<file path="src/rtl/uart_pkg.sv">
// Shared definitions for the UART transmit and receive blocks: FSM state
// encoding, line levels and a frame-length helper.
package uart_pkg;

   // Serialiser FSM state encoding
   localparam logic [2:0] IDLE   = 3'd0;
   localparam logic [2:0] START  = 3'd1;
   localparam logic [2:0] DATA   = 3'd2;
   localparam logic [2:0] PARITY = 3'd3;
   localparam logic [2:0] STOP   = 3'd4;

   // Line levels
   localparam logic UART_IDLE_LEVEL = 1'b1;
   localparam logic START_LEVEL     = 1'b0;

   // Standard 8N1 frame length in bit periods
   localparam int FRAME_LEN_8N1 = 10;

   // Bit periods occupied by one frame on the line
   function automatic int frame_len(input int data_bits, input int parity_en,
                                    input int stop_bits);
      return 32'sd1 + data_bits + parity_en + stop_bits;
   endfunction

endpackage

</file>
<file path="src/rtl/uart_byte_fifo.sv">
// Small synchronous FIFO with registered level, not-full and empty flags.
// Pushes while full and pops while empty are ignored. Usable on either the
// transmit or receive side of the UART.
module uart_byte_fifo
   import uart_pkg::*;
#(
   parameter int WIDTH = 8,
   parameter int DEPTH = 4
) (
   input  logic                   clk,
   input  logic                   reset,
   input  logic                   i_push,
   input  logic [WIDTH-1:0]       i_push_data,
   input  logic                   i_pop,
   output logic [WIDTH-1:0]       o_pop_data,
   output logic [$clog2(DEPTH):0] o_level,
   output logic                   o_not_full,
   output logic                   o_empty
);

   localparam int PTR_W = $clog2(DEPTH);
   localparam int LVL_W = PTR_W + 1;
   localparam logic [LVL_W-1:0] LVL_FULL = LVL_W'(DEPTH);

   logic [WIDTH-1:0] r_mem [DEPTH];
   logic [PTR_W-1:0] r_wr_ptr;
   logic [PTR_W-1:0] r_rd_ptr;
   logic [LVL_W-1:0] r_level;
   logic [LVL_W-1:0] w_level_next;
   logic             r_not_full;
   logic             r_empty;
   logic             w_do_push;
   logic             w_do_pop;

   assign w_do_push  = i_push & r_not_full;
   assign w_do_pop   = i_pop & ~r_empty;
   assign o_pop_data = r_mem[r_rd_ptr];
   assign o_level    = r_level;
   assign o_not_full = r_not_full;
   assign o_empty    = r_empty;

   // Next occupancy: a simultaneous push and pop leaves the level unchanged
   always_comb begin
      w_level_next = r_level;
      if (w_do_push && !w_do_pop) begin
         w_level_next = r_level + LVL_W'(1);
      end else if (!w_do_push && w_do_pop) begin
         w_level_next = r_level - LVL_W'(1);
      end else begin
         w_level_next = r_level;
      end
   end

   // Pointers, level and flags; flags are derived from the next level so they are flops
   always_ff @(posedge clk or posedge reset) begin
      if (reset) begin
         r_wr_ptr   <= '0;
         r_rd_ptr   <= '0;
         r_level    <= '0;
         r_not_full <= 1'b1;
         r_empty    <= 1'b1;
      end else begin
         if (w_do_push) begin
            r_wr_ptr <= r_wr_ptr + PTR_W'(1);
         end
         if (w_do_pop) begin
            r_rd_ptr <= r_rd_ptr + PTR_W'(1);
         end
         r_level    <= w_level_next;
         r_not_full <= (w_level_next != LVL_FULL);
         r_empty    <= (w_level_next == LVL_W'(0));
      end
   end

   // Storage array; contents need no reset since the pointers define validity
   always_ff @(posedge clk) begin
      if (w_do_push) begin
         r_mem[r_wr_ptr] <= i_push_data;
      end
   end

endmodule

</file>
<file path="src/rtl/uart_tx.sv">
// UART transmitter: queues producer bytes in a FIFO and serialises them
// LSB-first as start / data / optional parity / stop bits, one bit per
// uart_clock cycle. A new frame only starts while cts_n is low; frames
// already on the line always complete. tx comes straight from a flop.
module uart_tx
   import uart_pkg::*;
#(
   parameter int DATA_BITS  = 8,
   parameter int FIFO_DEPTH = 4,
   parameter int PARITY_EN  = 0,
   parameter int PARITY_ODD = 0,
   parameter int STOP_BITS  = 1
) (
   input  logic                        uart_clock,
   input  logic                        reset,
   input  logic [DATA_BITS-1:0]        wr_data,
   input  logic                        wr_valid,
   output logic                        wr_ready,
   input  logic                        cts_n,
   output logic                        tx,
   output logic                        busy,
   output logic [$clog2(FIFO_DEPTH):0] fifo_level,
   output logic                        overflow
);

   localparam int         LVL_W     = $clog2(FIFO_DEPTH) + 1;
   localparam logic [2:0] LAST_DATA = 3'(DATA_BITS - 1);
   localparam logic [2:0] LAST_STOP = 3'(STOP_BITS - 1);
   localparam logic       PAR_INIT  = (PARITY_ODD != 0) ? 1'b1 : 1'b0;

   logic [2:0]           r_state;
   logic [2:0]           w_state_next;
   logic                 r_tx;
   logic                 w_tx_next;
   logic                 r_busy;
   logic                 w_busy_next;
   logic [DATA_BITS-1:0] r_shift;
   logic [DATA_BITS-1:0] w_shift_next;
   logic [2:0]           r_bit_cnt;
   logic [2:0]           w_bit_cnt_next;
   logic                 r_par;
   logic                 w_par_next;
   logic                 r_overflow;

   logic                 w_fifo_ready;
   logic                 w_fifo_empty;
   logic [DATA_BITS-1:0] w_fifo_data;
   logic [LVL_W-1:0]     w_fifo_level;
   logic                 w_push;
   logic                 w_pop;
   logic                 w_can_start;
   logic                 w_data_last;
   logic                 w_stop_last;

   assign w_push      = wr_valid & w_fifo_ready;
   assign w_can_start = ~w_fifo_empty & ~cts_n;
   assign w_data_last = (r_bit_cnt == LAST_DATA);
   assign w_stop_last = (r_bit_cnt == LAST_STOP);
   assign w_pop       = w_can_start &
                        ((r_state == IDLE) | ((r_state == STOP) & w_stop_last));

   assign wr_ready   = w_fifo_ready;
   assign tx         = r_tx;
   assign busy       = r_busy;
   assign fifo_level = w_fifo_level;
   assign overflow   = r_overflow;

   uart_byte_fifo #(
      .WIDTH (DATA_BITS),
      .DEPTH (FIFO_DEPTH)
   ) u_fifo (
      .clk         (uart_clock),
      .reset       (reset),
      .i_push      (w_push),
      .i_push_data (wr_data),
      .i_pop       (w_pop),
      .o_pop_data  (w_fifo_data),
      .o_level     (w_fifo_level),
      .o_not_full  (w_fifo_ready),
      .o_empty     (w_fifo_empty)
   );

   // FSM state register
   always_ff @(posedge uart_clock or posedge reset) begin
      if (reset) begin
         r_state <= IDLE;
      end else begin
         r_state <= w_state_next;
      end
   end

   // Next-state logic; back-to-back frames go STOP -> START with no idle cycle
   always_comb begin
      w_state_next = r_state;
      case (r_state)
         IDLE: begin
            if (w_pop) w_state_next = START;
            else       w_state_next = IDLE;
         end
         START: begin
            w_state_next = DATA;
         end
         DATA: begin
            if (!w_data_last)        w_state_next = DATA;
            else if (PARITY_EN != 0) w_state_next = PARITY;
            else                     w_state_next = STOP;
         end
         PARITY: begin
            w_state_next = STOP;
         end
         STOP: begin
            if (!w_stop_last) w_state_next = STOP;
            else if (w_pop)   w_state_next = START;
            else              w_state_next = IDLE;
         end
         default: begin
            w_state_next = IDLE;
         end
      endcase
   end

   // Output/datapath next values: line bit, shifter, bit counter, parity, busy
   always_comb begin
      w_tx_next      = r_tx;
      w_busy_next    = r_busy;
      w_shift_next   = r_shift;
      w_bit_cnt_next = r_bit_cnt;
      w_par_next     = r_par;
      case (r_state)
         IDLE: begin
            if (w_pop) begin
               w_shift_next   = w_fifo_data;
               w_bit_cnt_next = 3'd0;
               w_par_next     = PAR_INIT;
               w_tx_next      = START_LEVEL;
               w_busy_next    = 1'b1;
            end else begin
               w_tx_next   = UART_IDLE_LEVEL;
               w_busy_next = 1'b0;
            end
         end
         START: begin
            w_tx_next    = r_shift[0];
            w_shift_next = {1'b0, r_shift[DATA_BITS-1:1]};
         end
         DATA: begin
            // r_tx is the data bit currently on the line
            w_par_next = r_par ^ r_tx;
            if (w_data_last) begin
               w_bit_cnt_next = 3'd0;
               if (PARITY_EN != 0) w_tx_next = r_par ^ r_tx;
               else                w_tx_next = UART_IDLE_LEVEL;
            end else begin
               w_bit_cnt_next = r_bit_cnt + 3'd1;
               w_tx_next      = r_shift[0];
               w_shift_next   = {1'b0, r_shift[DATA_BITS-1:1]};
            end
         end
         PARITY: begin
            w_tx_next      = UART_IDLE_LEVEL;
            w_bit_cnt_next = 3'd0;
         end
         STOP: begin
            if (!w_stop_last) begin
               w_bit_cnt_next = r_bit_cnt + 3'd1;
            end else if (w_pop) begin
               w_shift_next   = w_fifo_data;
               w_bit_cnt_next = 3'd0;
               w_par_next     = PAR_INIT;
               w_tx_next      = START_LEVEL;
               w_busy_next    = 1'b1;
            end else begin
               w_tx_next   = UART_IDLE_LEVEL;
               w_busy_next = 1'b0;
            end
         end
         default: begin
            w_tx_next   = UART_IDLE_LEVEL;
            w_busy_next = 1'b0;
         end
      endcase
   end

   // Datapath registers; tx is reset high so the line idles immediately on reset
   always_ff @(posedge uart_clock or posedge reset) begin
      if (reset) begin
         r_tx      <= UART_IDLE_LEVEL;
         r_busy    <= 1'b0;
         r_shift   <= '0;
         r_bit_cnt <= 3'd0;
         r_par     <= 1'b0;
      end else begin
         r_tx      <= w_tx_next;
         r_busy    <= w_busy_next;
         r_shift   <= w_shift_next;
         r_bit_cnt <= w_bit_cnt_next;
         r_par     <= w_par_next;
      end
   end

   // Sticky overflow: a write offered while the FIFO is full
   always_ff @(posedge uart_clock or posedge reset) begin
      if (reset) begin
         r_overflow <= 1'b0;
      end else if (wr_valid && !w_fifo_ready) begin
         r_overflow <= 1'b1;
      end else begin
         r_overflow <= r_overflow;
      end
   end

endmodule
</file>
<file path="config.mk">
export PLATFORM = sky130hd
export DESIGN_NAME = uart_tx
export DESIGN_NICKNAME = d
export VERILOG_FILES = /design/src/rtl/uart_pkg.sv /design/src/rtl/uart_byte_fifo.sv /design/src/rtl/uart_tx.sv
export SDC_FILE = /design/constraint.sdc
export NUM_CORES = 1
export LEC_CHECK = 0
export ABC_AREA = 1
export BUFFER_PORTS_ARGS = -buffer_cell sky130_fd_sc_hd__buf_2
export CAP_MARGIN = 20
export CORE_UTILIZATION = 35
export DETAILED_ROUTE_END_ITERATION = 6
export RECOVER_POWER = 50
export SYNTH_ARGS = -nofsm -noshare
export SYNTH_HDL_FRONTEND = slang
export SYNTH_HIERARCHICAL = 1
export SYNTH_SLANG_ARGS = --single-unit
</file>
<file path="constraint.sdc">
create_clock -name uart_clock -period 2.3 [get_ports uart_clock]
set_clock_uncertainty 0.1 [all_clocks]
set_input_delay 0.115 -clock uart_clock [delete_from_list [all_inputs] [get_ports uart_clock]]
set_output_delay 0.115 -clock uart_clock [all_outputs]
set_load 0.02 [all_outputs]
</file>
==> flow_summary.json, run 1 <==
{
  "status": "finished, final reports clean",
  "yosys_warnings": 6,
  "synth_cell_type_count": 26,
  "clock_latency_ns": 0.33,
  "post_cts_resized": 0,
  "seq_power_share_pct": 35.2,
  "finish.utilization_pct": 44.1,
  "yosysSeqAreaShare_pct": 58.7,
  "period_needed_ns": 1.92,
  "timing.setup.tns_ns": 0,
  "reg2reg_to": "u_fifo/o_not_full",
  "worst_pin_slew_ns": 0.686,
  "grt_pass1_wl_um": 8710,
  "cts_max_path_buffers": 2,
  "tritoncts": "yes",
  "die_h_um": 90.7,
  "comb_power_share_pct": 41.3,
  "drc": 0,
  "power.internal_uw": 2820,
  "groute.usage.overall_pct": 13.8,
  "maxSlewHeadroom_pct": 54.2,
  "syn_nets": 298,
  "antenna_found_initial": 0,
  "area_delta_synth_final_pct": 18.6,
  "drive_above_1_share_pct": 16.3,
  "switching_share_pct": 39.7,
  "ios": 19,
  "diodes": 0,
  "multi_input_area_um2": 953,
  "synth_top_area_share_pct": 34.9,
  "grt-ovfl-total": 0,
  "rsz0062_at_grt": "false",
  "dieArea_um2": 8220,
  "syn_area_um2": 2750,
  "placementRows": 31,
  "worstRegToRegCells": 13,
  "clk_pin_slew_ns": 0.06,
  "gp_congestion": 0.755,
  "vias_per_cell": 4.55,
  "clockRootBuffer": "clkbuf_8",
  "vdd_ir_drop_max_mv": 0.598,
  "cp-end-kind": "register",
  "path_class": "register to register",
  "grt_pass1_vias": 1860,
  "fmax_mhz": 521,
  "drt_iter0_drc": 71,
  "wl_um": 5090,
  "p_switching_uw": 1860,
  "cp_max_fo": 7,
  "portBuffers": 18,
  "async_flop_share_pct": 44.8,
  "syn_inst": 277,
  "clock_sinks": 58,
  "hold_viol": 0,
  "p_total_uw": 4670,
  "seqCellArea_um2": 1620,
  "ys.flop_type": "edfxtp_1",
  "post_synth.cell_area_avg_um2": 9.94,
  "worstPathRequired_ns": 2.46,
  "ant_nets": 0,
  "worstSetupStartpoint": "r_bit_cnt[0]",
  "cts-htree-levels": 3,
  "synth_top_cell_by_area": "edfxtp_1",
  "cp-start-kind": "register",
  "drv_slew": 0,
  "grt_max_degree": 18,
  "maxCapViolCount": 0,
  "yosys-top-cells-area": "edfxtp_1 35%, dfrtp_1 21%, nand2_1 8.0%",
  "start_util_pct": 37.2,
  "ys_ff_latch": 58,
  "fp.dieW_um": 90.7,
  "rr_startpoint": "r_bit_cnt[0]",
  "fin_crit_sh_pct": 83.5,
  "cts_setup_buffers": 0,
  "fillers": 704,
  "drt_pre_antenna_iters": 4,
  "detailed_place_hpwl_um": 3460,
  "core-area_um2": 7410,
  "clkPwrFrac_pct": 23.5,
  "arrival_ns": 2.08,
  "r2r_slack_ns": 0.38,
  "hold_class": "input pin to register",
  "worstSetupEndpoint": "u_fifo/o_not_full",
  "fin_nets": 336,
  "vias": 1903,
  "setup_viol": 0,
  "synth_edf_count": 32,
  "power.leakage_uw": 0.00146,
  "p_per_area_nw_per_um2": 1430,
  "routedWlPerCell_um": 12.2,
  "cts_made_buffers": 9
}
worst min path at each step:
stage	start	to	slack [ns]	cells after the start
after detailed placement	reset	u_fifo/o_level[2]	0.01	2
after floorplan	reset	u_fifo/o_level[0]	-0.16	1
final	cts_n	busy	0.08	4
after CTS	cts_n	busy	0.08	4
after global routing	cts_n	busy	0.12	4
after global placement	reset	u_fifo/o_level[2]	0.001	2
kinds of logic after synthesis:
| family | count (synthesis) | synth area share [%] |
|---|---|---|
| DFF | 58 | 58.7 |
| adders and majority gates | 9 | 4.09 |
| xor gates and xnor gates | 3 | 0.955 |
| AOI/OAI and AO/OA | 32 | 6.41 |
| buffers and inverters | 40 | 6.68 |
| and+or+nand+nor | 135 | 23.2 |
routing by layer:
metal	global-route usage, %	wire length, µm	vias to the layer above
met4	7.53	99	0
li1	-	-	987
met3	3.54	156	8
met2	22.7	2510	28
met5	0	0	-
met1	16.4	2320	880
power groups by stage:
stage	sequential [µW]	combinational, µW	clock (µW)
2_1_floorplan	1660	1530	0
6_report	1650	1930	1100
4_1_cts	1650	1960	1130
3_3_place_gp	1660	1900	0
5_1_grt	1690	2230	1180
3_5_place_dp	1670	1930	0
critical path: stages (launching register included):
cell     delay (ns)
dfrtp_1        0.38
inv_1          0.09
ha_1           0.15
nand2_1        0.07
nand2_1        0.09
nand3_2        0.18
inv_1          0.16
inv_2          0.04
nor2_2         0.15
nand2_2        0.11
nand3_1        0.09
nand3_2        0.07
nor2_1         0.10
nand2_1        0.06
cell usage after synthesis, types with 4 or more instances:
| cell type | n |
|---|---|
| o22ai_1 | 8 |
| nor2_1 | 28 |
| ha_1 | 9 |
| nand3_1 | 29 |
| nand3_2 | 4 |
| buf_6 | 4 |
| inv_1 | 26 |
| o21ai_0 | 18 |
| inv_2 | 7 |
| nand2_1 | 59 |
| nand2_2 | 4 |
| nand2_4 | 4 |
| nor2_2 | 4 |
| edfxtp_1 | 32 |
| dfrtp_1 | 23 |
area by class of cell:
cell class	instances	area share, %
sequential	58	49.5
tap	99	3.79
timing repair buffer	33	6.52
clock buffer	9	3.79
clock inverter	6	3.26
multi-input combinational	179	29.2
inverter	34	3.95
state kept, by name, indices dropped and copies added, names as in the netlist:
register / flops
busy: 1
overflow: 1
r_bit_cnt: 3
r_shift: 8
r_state: 3
tx: 1
u_fifo/o_empty: 1
u_fifo/o_level: 3
u_fifo/o_not_full: 1
u_fifo/r_mem: 32
u_fifo/r_rd_ptr: 2
u_fifo/r_wr_ptr: 2
through the flow:
step	area [µm²]	hold slack [ns]	std cells	worst slack [ns]
final	3260	0.0847	418	0.380
after global routing	3260	0.117	418	0.125
after CTS	3280	0.0762	418	0.364
after detailed placement	2950	0.0123	393	0.392
after global placement	2950	0.00112	393	0.467
after floorplan	2750	-0.159	277	0.586
timing repair:
| item | CTS | global route |
|---|---|---|
| hold buffers | 10 | 0 |
| hold endpoints to repair | 58 | 0 |
| setup endpoints to repair | 0 | 0 |
placed cells by master, fill, tap and decap left out, types with 10 or more instances in the layout:
cell / synthesis / final
clkbuf_1: 0 / 12
dfrtp_1: 23 / 23
dlygate4sd3_1: 0 / 10
edfxtp_1: 32 / 32
inv_1: 26 / 26
nand2_1: 59 / 59
nand3_1: 29 / 29
nor2_1: 28 / 28
o21ai_0: 18 / 18
Note: power is estimated with default switching activity, not from simulation.
==> run 2: changes to the inputs <==
==> constraint.sdc (replaced) <==
create_clock -name uart_clock -period 1.7 [get_ports uart_clock]
set_clock_uncertainty 0.1 [all_clocks]
set_input_delay 0.085 -clock uart_clock [delete_from_list [all_inputs] [get_ports uart_clock]]
set_output_delay 0.085 -clock uart_clock [all_outputs]
set_load 0.02 [all_outputs]
==> flow_summary.json, run 2 (same netlist as run 1, synthesis figures left out) <==
{
  "final_cell_mix": "53 x nand2_1, 32 x edfxtp_1, 26 x nor2_1, 26 x nand3_1",
  "maxSlewHeadroom_pct": 56.0,
  "min_path_cells": 6,
  "grt-ovfl-total": 0,
  "wl_um": 5580,
  "path_class": "register to register",
  "place_inst": 405,
  "cts_max_path_buffers": 2,
  "arrival_ns": 1.86,
  "worstPathRequired_ns": 1.88,
  "vias": 2052,
  "pre_cts_ws_ns": -0.0293,
  "groute.usage.overall_pct": 14.4,
  "drive_above_1_share_pct": 26.3,
  "clk_pin_slew_ns": 0.07,
  "vias_per_cell": 4.70,
  "hold_viol": 0,
  "p_per_area_nw_per_um2": 1900,
  "core-area_um2": 7410,
  "largest_reg_flops": 32,
  "finish.utilization_pct": 46.2,
  "status": "finished, final reports clean",
  "final_common_cell": "nand2_1",
  "finalNonFillerCells": 437,
  "drt_iter0_drc": 70,
  "cp-start-kind": "register",
  "worstRegToRegCells": 14,
  "period_needed_ns": 1.69,
  "drt_pre_antenna_iters": 4,
  "dieArea_um2": 8220,
  "die_h_um": 90.7,
  "antenna_found_initial": 0,
  "maxCapViolCount": 0,
  "reg.largest.list": "u_fifo/r_mem x32, r_shift x8",
  "clock_sinks": 58,
  "cp_slowest_cell": "dfrtp_1",
  "portBuffers": 18,
  "start_util_pct": 37.2,
  "rsz0062_at_grt": "true",
  "routedWlPerCell_um": 12.8,
  "fin_crit_sh_pct": 99.2,
  "drv_slew": 0,
  "placementRows": 31,
  "ios": 19,
  "ant_nets": 0,
  "cpPeakStageDelay_ns": 0.39,
  "diodes": 0,
  "clock_latency_ns": 0.34,
  "vdd_ir_drop_max_mv": 0.759,
  "multi_input_area_um2": 1030,
  "grt_max_degree": 18,
  "setup_viol": 0,
  "worst_pin_slew_ns": 0.659,
  "drc": 0,
  "fillers": 695,
  "gp_congestion": 0.762,
  "grt_pass1_vias": 2041,
  "cp-end-kind": "register",
  "cpMostUsedCell": "nand2_4",
  "grt_pass1_wl_um": 9180,
  "cts-htree-levels": 3,
  "fmax_mhz": 593,
  "cts_made_buffers": 9,
  "fp.dieW_um": 90.7,
  "cp_max_fo": 4,
  "fin_nets": 354,
  "clockRootBuffer": "clkbuf_8",
  "power.leakage_uw": 0.00153,
  "seqCellArea_um2": 1620,
  "hold_class": "input pin to register",
  "regMostFlops": "u_fifo/r_mem",
  "layout_setup_ws_ns": 0.0141,
  "area_delta_synth_final_pct": 24.4,
  "timing.setup.tns_ns": 0,
  "detailed_place_hpwl_um": 3660,
  "path_cells": "inv_2 > ha_4 > nand2_4 > nand2_4 > nand3_2 > inv_2 > inv_2 > nor2_4 > nand2_4 > nand2_4 > nor2_2 > nor2_2 > nand2_1 > nor2_2",
  "tritoncts": "yes"
}
==> run 2: worst max-delay path, delay by kind of cell, from the launching register on <==
family	cells	cell delay, ns
adder cells (fa/ha/maj)	1	0.13
flip-flops	1	0.39
buffers and inverters	3	0.20
AND/OR/NAND/NOR	10	0.81
==> run 2: metrics by stage <==
stage	area [µm²]	power, µW	hold slack [ns]
floorplan	2750	4320	-0.189
global placement	3040	5040	-0.0253
detailed placement	3040	5110	-0.0122
CTS	3310	6250	0.0772
global route	3420	7100	0.160
finish	3420	6520	0.164
==> run 2: worst paths after layout <==
kind	from	to	slack, ns
setup reg to reg	r_bit_cnt[0]	u_fifo/o_empty	0.01
hold reg to reg	r_shift[1]	r_shift[1]	0.37
min in group asynchronous	reset	u_fifo/r_wr_ptr[1]	0.18
setup / recovery	r_bit_cnt[0]	u_fifo/o_empty	0.01
hold / removal	cts_n	u_fifo/r_rd_ptr[0]	0.16
max in group asynchronous	reset	r_shift[0]	0.76
==> run 2: area by class of cell <==
class	instances	area share, %
Multi-Input combinational cell	179	30.2
Inverter	34	3.84
Sequential cell	58	47.2
Tap cell	99	3.62
Clock buffer	9	3.62
Clock inverter	7	1.35
Timing Repair Buffer	51	10.2
==> run 2: metal layers <==
layer | vias to the layer above | wire length, µm | track usage (%)
li1 | 1027 | - | -
met1 | 982 | 2390 | 16.0
met2 | 35 | 2960 | 25.1
met3 | 8 | 132 | 4.12
met4 | 0 | 93 | 6.85
met5 | - | 0 | 0
==> run 2: what timing repair did <==
action                                 CTS  global route
buffers inserted                         0             6
pin swaps                                1            10
endpoints found under the hold margin   58             0
hold buffers                            10             0
setup endpoints to repair                3             7
gates resized for setup                  1            21
==> run 2: power breakdown <==
group	total, µW	switching [µW]	internal [µW]
Combinational	3230	1960	1270
Clock	1090	569	521
Sequential	2200	256	1950
==> run 3: changes to the inputs <==
--- a/config.mk
+++ b/config.mk
@@ -8,7 +8,7 @@
 export ABC_AREA = 1
 export BUFFER_PORTS_ARGS = -buffer_cell sky130_fd_sc_hd__buf_2
 export CAP_MARGIN = 20
-export CORE_UTILIZATION = 35
+export CORE_UTILIZATION = 40
 export DETAILED_ROUTE_END_ITERATION = 6
 export RECOVER_POWER = 50
 export SYNTH_ARGS = -nofsm -noshare
==> flow_summary.json, run 3 (same netlist as run 1, synthesis figures left out) <==
{
  "start_util_pct": 42.4,
  "drive_above_1_share_pct": 26.0,
  "regMostFlops": "u_fifo/r_mem",
  "reg.largest.list": "u_fifo/r_mem x32, r_shift x8",
  "min_to": "r_bit_cnt[0]",
  "worstPathRequired_ns": 1.87,
  "clock_sinks": 58,
  "fmax_mhz": 597,
  "worstRegToRegCells": 13,
  "hold_ws_ns": 0.112,
  "cp_slowest_cell": "dfrtp_1",
  "die_h_um": 85.0,
  "grt_pass1_wl_um": 9320,
  "grt-ovfl-total": 0,
  "clkPwrFrac_pct": 20.1,
  "core-area_um2": 6490,
  "hold_class": "input pin to register",
  "cts-htree-levels": 3,
  "portBuffers": 18,
  "fin_nets": 352,
  "cpPeakStageDelay_ns": 0.39,
  "comb_power_share_pct": 47.1,
  "area_delta_synth_final_pct": 25.0,
  "ios": 19,
  "cts_max_path_buffers": 2,
  "tritoncts": "yes",
  "fillers": 591,
  "clock_latency_ns": 0.34,
  "cp-end-kind": "register",
  "final_common_cell": "nand2_1",
  "gp_congestion": 0.876,
  "p_total_uw": 6750,
  "fin_crit_sh_pct": 98.6,
  "min_path_cells": 7,
  "drc": 0,
  "rr_startpoint": "r_bit_cnt[0]",
  "antenna_found_initial": 0,
  "setup_viol": 0,
  "power.leakage_uw": 0.00154,
  "cts_made_buffers": 9,
  "maxSlewHeadroom_pct": 54.9,
  "switching_share_pct": 40.7,
  "reg2reg_to": "u_fifo/o_not_full",
  "vias": 2003,
  "seq_power_share_pct": 32.8,
  "clk_pin_slew_ns": 0.06,
  "path_class": "register to register",
  "r2r_slack_ns": 0.02,
  "drt_iter0_drc": 86,
  "period_needed_ns": 1.68,
  "p_per_area_nw_per_um2": 1960,
  "power.internal_uw": 4000,
  "hold_viol": 0,
  "cp_max_fo": 4,
  "worst_pin_slew_ns": 0.676,
  "largest_reg_flops": 32,
  "vias_per_cell": 4.86,
  "clockRootBuffer": "clkbuf_8",
  "cp-start-kind": "register",
  "path_cells": "inv_2 > ha_4 > nand2_4 > nand2_4 > nand3_4 > inv_4 > inv_4 > nor2_4 > nand2_4 > nand3_1 > nand2_2 > nor2_2 > nand2_1",
  "timing.setup.tns_ns": 0,
  "detailed_place_hpwl_um": 3570,
  "rsz0062_at_grt": "true",
  "vdd_ir_drop_max_mv": 0.938,
  "drt_pre_antenna_iters": 6,
  "worstSetupStartpoint": "r_bit_cnt[0]",
  "ant_nets": 0,
  "dieArea_um2": 7220,
  "groute.usage.overall_pct": 17.1,
  "grt_pass1_vias": 2037,
  "arrival_ns": 1.85,
  "final_cell_mix": "54 x nand2_1, 32 x edfxtp_1, 27 x nand3_1, 25 x nor2_1, 23 x inv_1",
  "pre_cts_ws_ns": -0.0498,
  "routedWlPerCell_um": 13.1,
  "wl_um": 5410,
  "layout_setup_ws_ns": 0.0244,
  "cpMostUsedCell": "nand2_4",
  "drv_slew": 0,
  "status": "finished, final reports clean",
  "hp-start": "cts_n",
  "diodes": 0,
  "fp.dieW_um": 85.0,
  "grt_max_degree": 18,
  "p_switching_uw": 2750,
  "maxCapViolCount": 0,
  "placementRows": 29
}
[run 3: layout make-up]
type | instances | area [µm²] | share of cell area [%]
sequential | 58 | 1620 | 47.0
inverter | 34 | 136 | 3.96
timing repair buffer | 48 | 329 | 9.56
clock buffer | 9 | 124 | 3.60
multi-input combinational | 179 | 1050 | 30.5
timing repair inverter | 1 | 7.51 | 0.218
clock inverter | 6 | 82.6 | 2.40
tap | 77 | 96.3 | 2.80
[run 3: worst max-delay path, delay by kind of cell (launching register included)]
kind / cells / cell delay [ns]
adder cells (fa/ha/maj): 1 / 0.14
flip-flops: 1 / 0.39
AND/OR/NAND/NOR: 9 / 0.74
buffers and inverters: 3 / 0.21
[run 3: worst max-delay path by stage]
| stage | to | slack (ns) | cells after the start |
|---|---|---|---|
| floorplan | u_fifo/r_mem[0][0] | -0.007 | 4 |
| global placement | u_fifo/o_not_full | 0.03 | 13 |
| detailed placement | u_fifo/o_not_full | -0.05 | 13 |
| CTS | u_fifo/o_empty | 0.008 | 14 |
| global route | u_fifo/o_empty | -0.12 | 14 |
| finish | u_fifo/o_not_full | 0.02 | 13 |
[run 3: power groups by stage]
stage               Combinational (µW)  Sequential [µW]  Clock [µW]
global placement                  2820             2200           0
global route                      3630             2270        1450
floorplan                         2070             2250           0
detailed placement                2860             2220           0
finish                            3180             2220        1350
CTS                               2990             2200        1390
[run 3: routing by layer]
layer  track usage (%)  vias to the layer above  share of wire, %  routed length (µm)
met2              27.1                       29                49                2660
met1              21.1                      945                46                2510
li1                  -                     1021                 -                   -
met3              5.06                        8               3.2                 172
met5                 0                        -                 0                   0
met4              9.71                        0               1.4                  74
[run 3: metrics by stage]
| step | utilization [%] | std cells | area (µm²) |
|---|---|---|---|
| 2_1_floorplan | - | 277 | 2750 |
| 3_3_place_gp | 46.3 | 382 | 3000 |
| 3_5_place_dp | 46.3 | 382 | 3000 |
| 4_1_cts | 51.7 | 409 | 3360 |
| 5_1_grt | 53.0 | 412 | 3440 |
| 6_report | 53.0 | 412 | 3440 |
[run 3: repair_timing]
item | CTS | global route
hold buffers | 10 | 0
buffers inserted | 2 | 2
cloned | 0 | 1
pin swaps | 5 | 8
gates resized for setup | 9 | 20
setup endpoints to repair | 3 | 12
endpoints found under the hold margin | 58 | 0
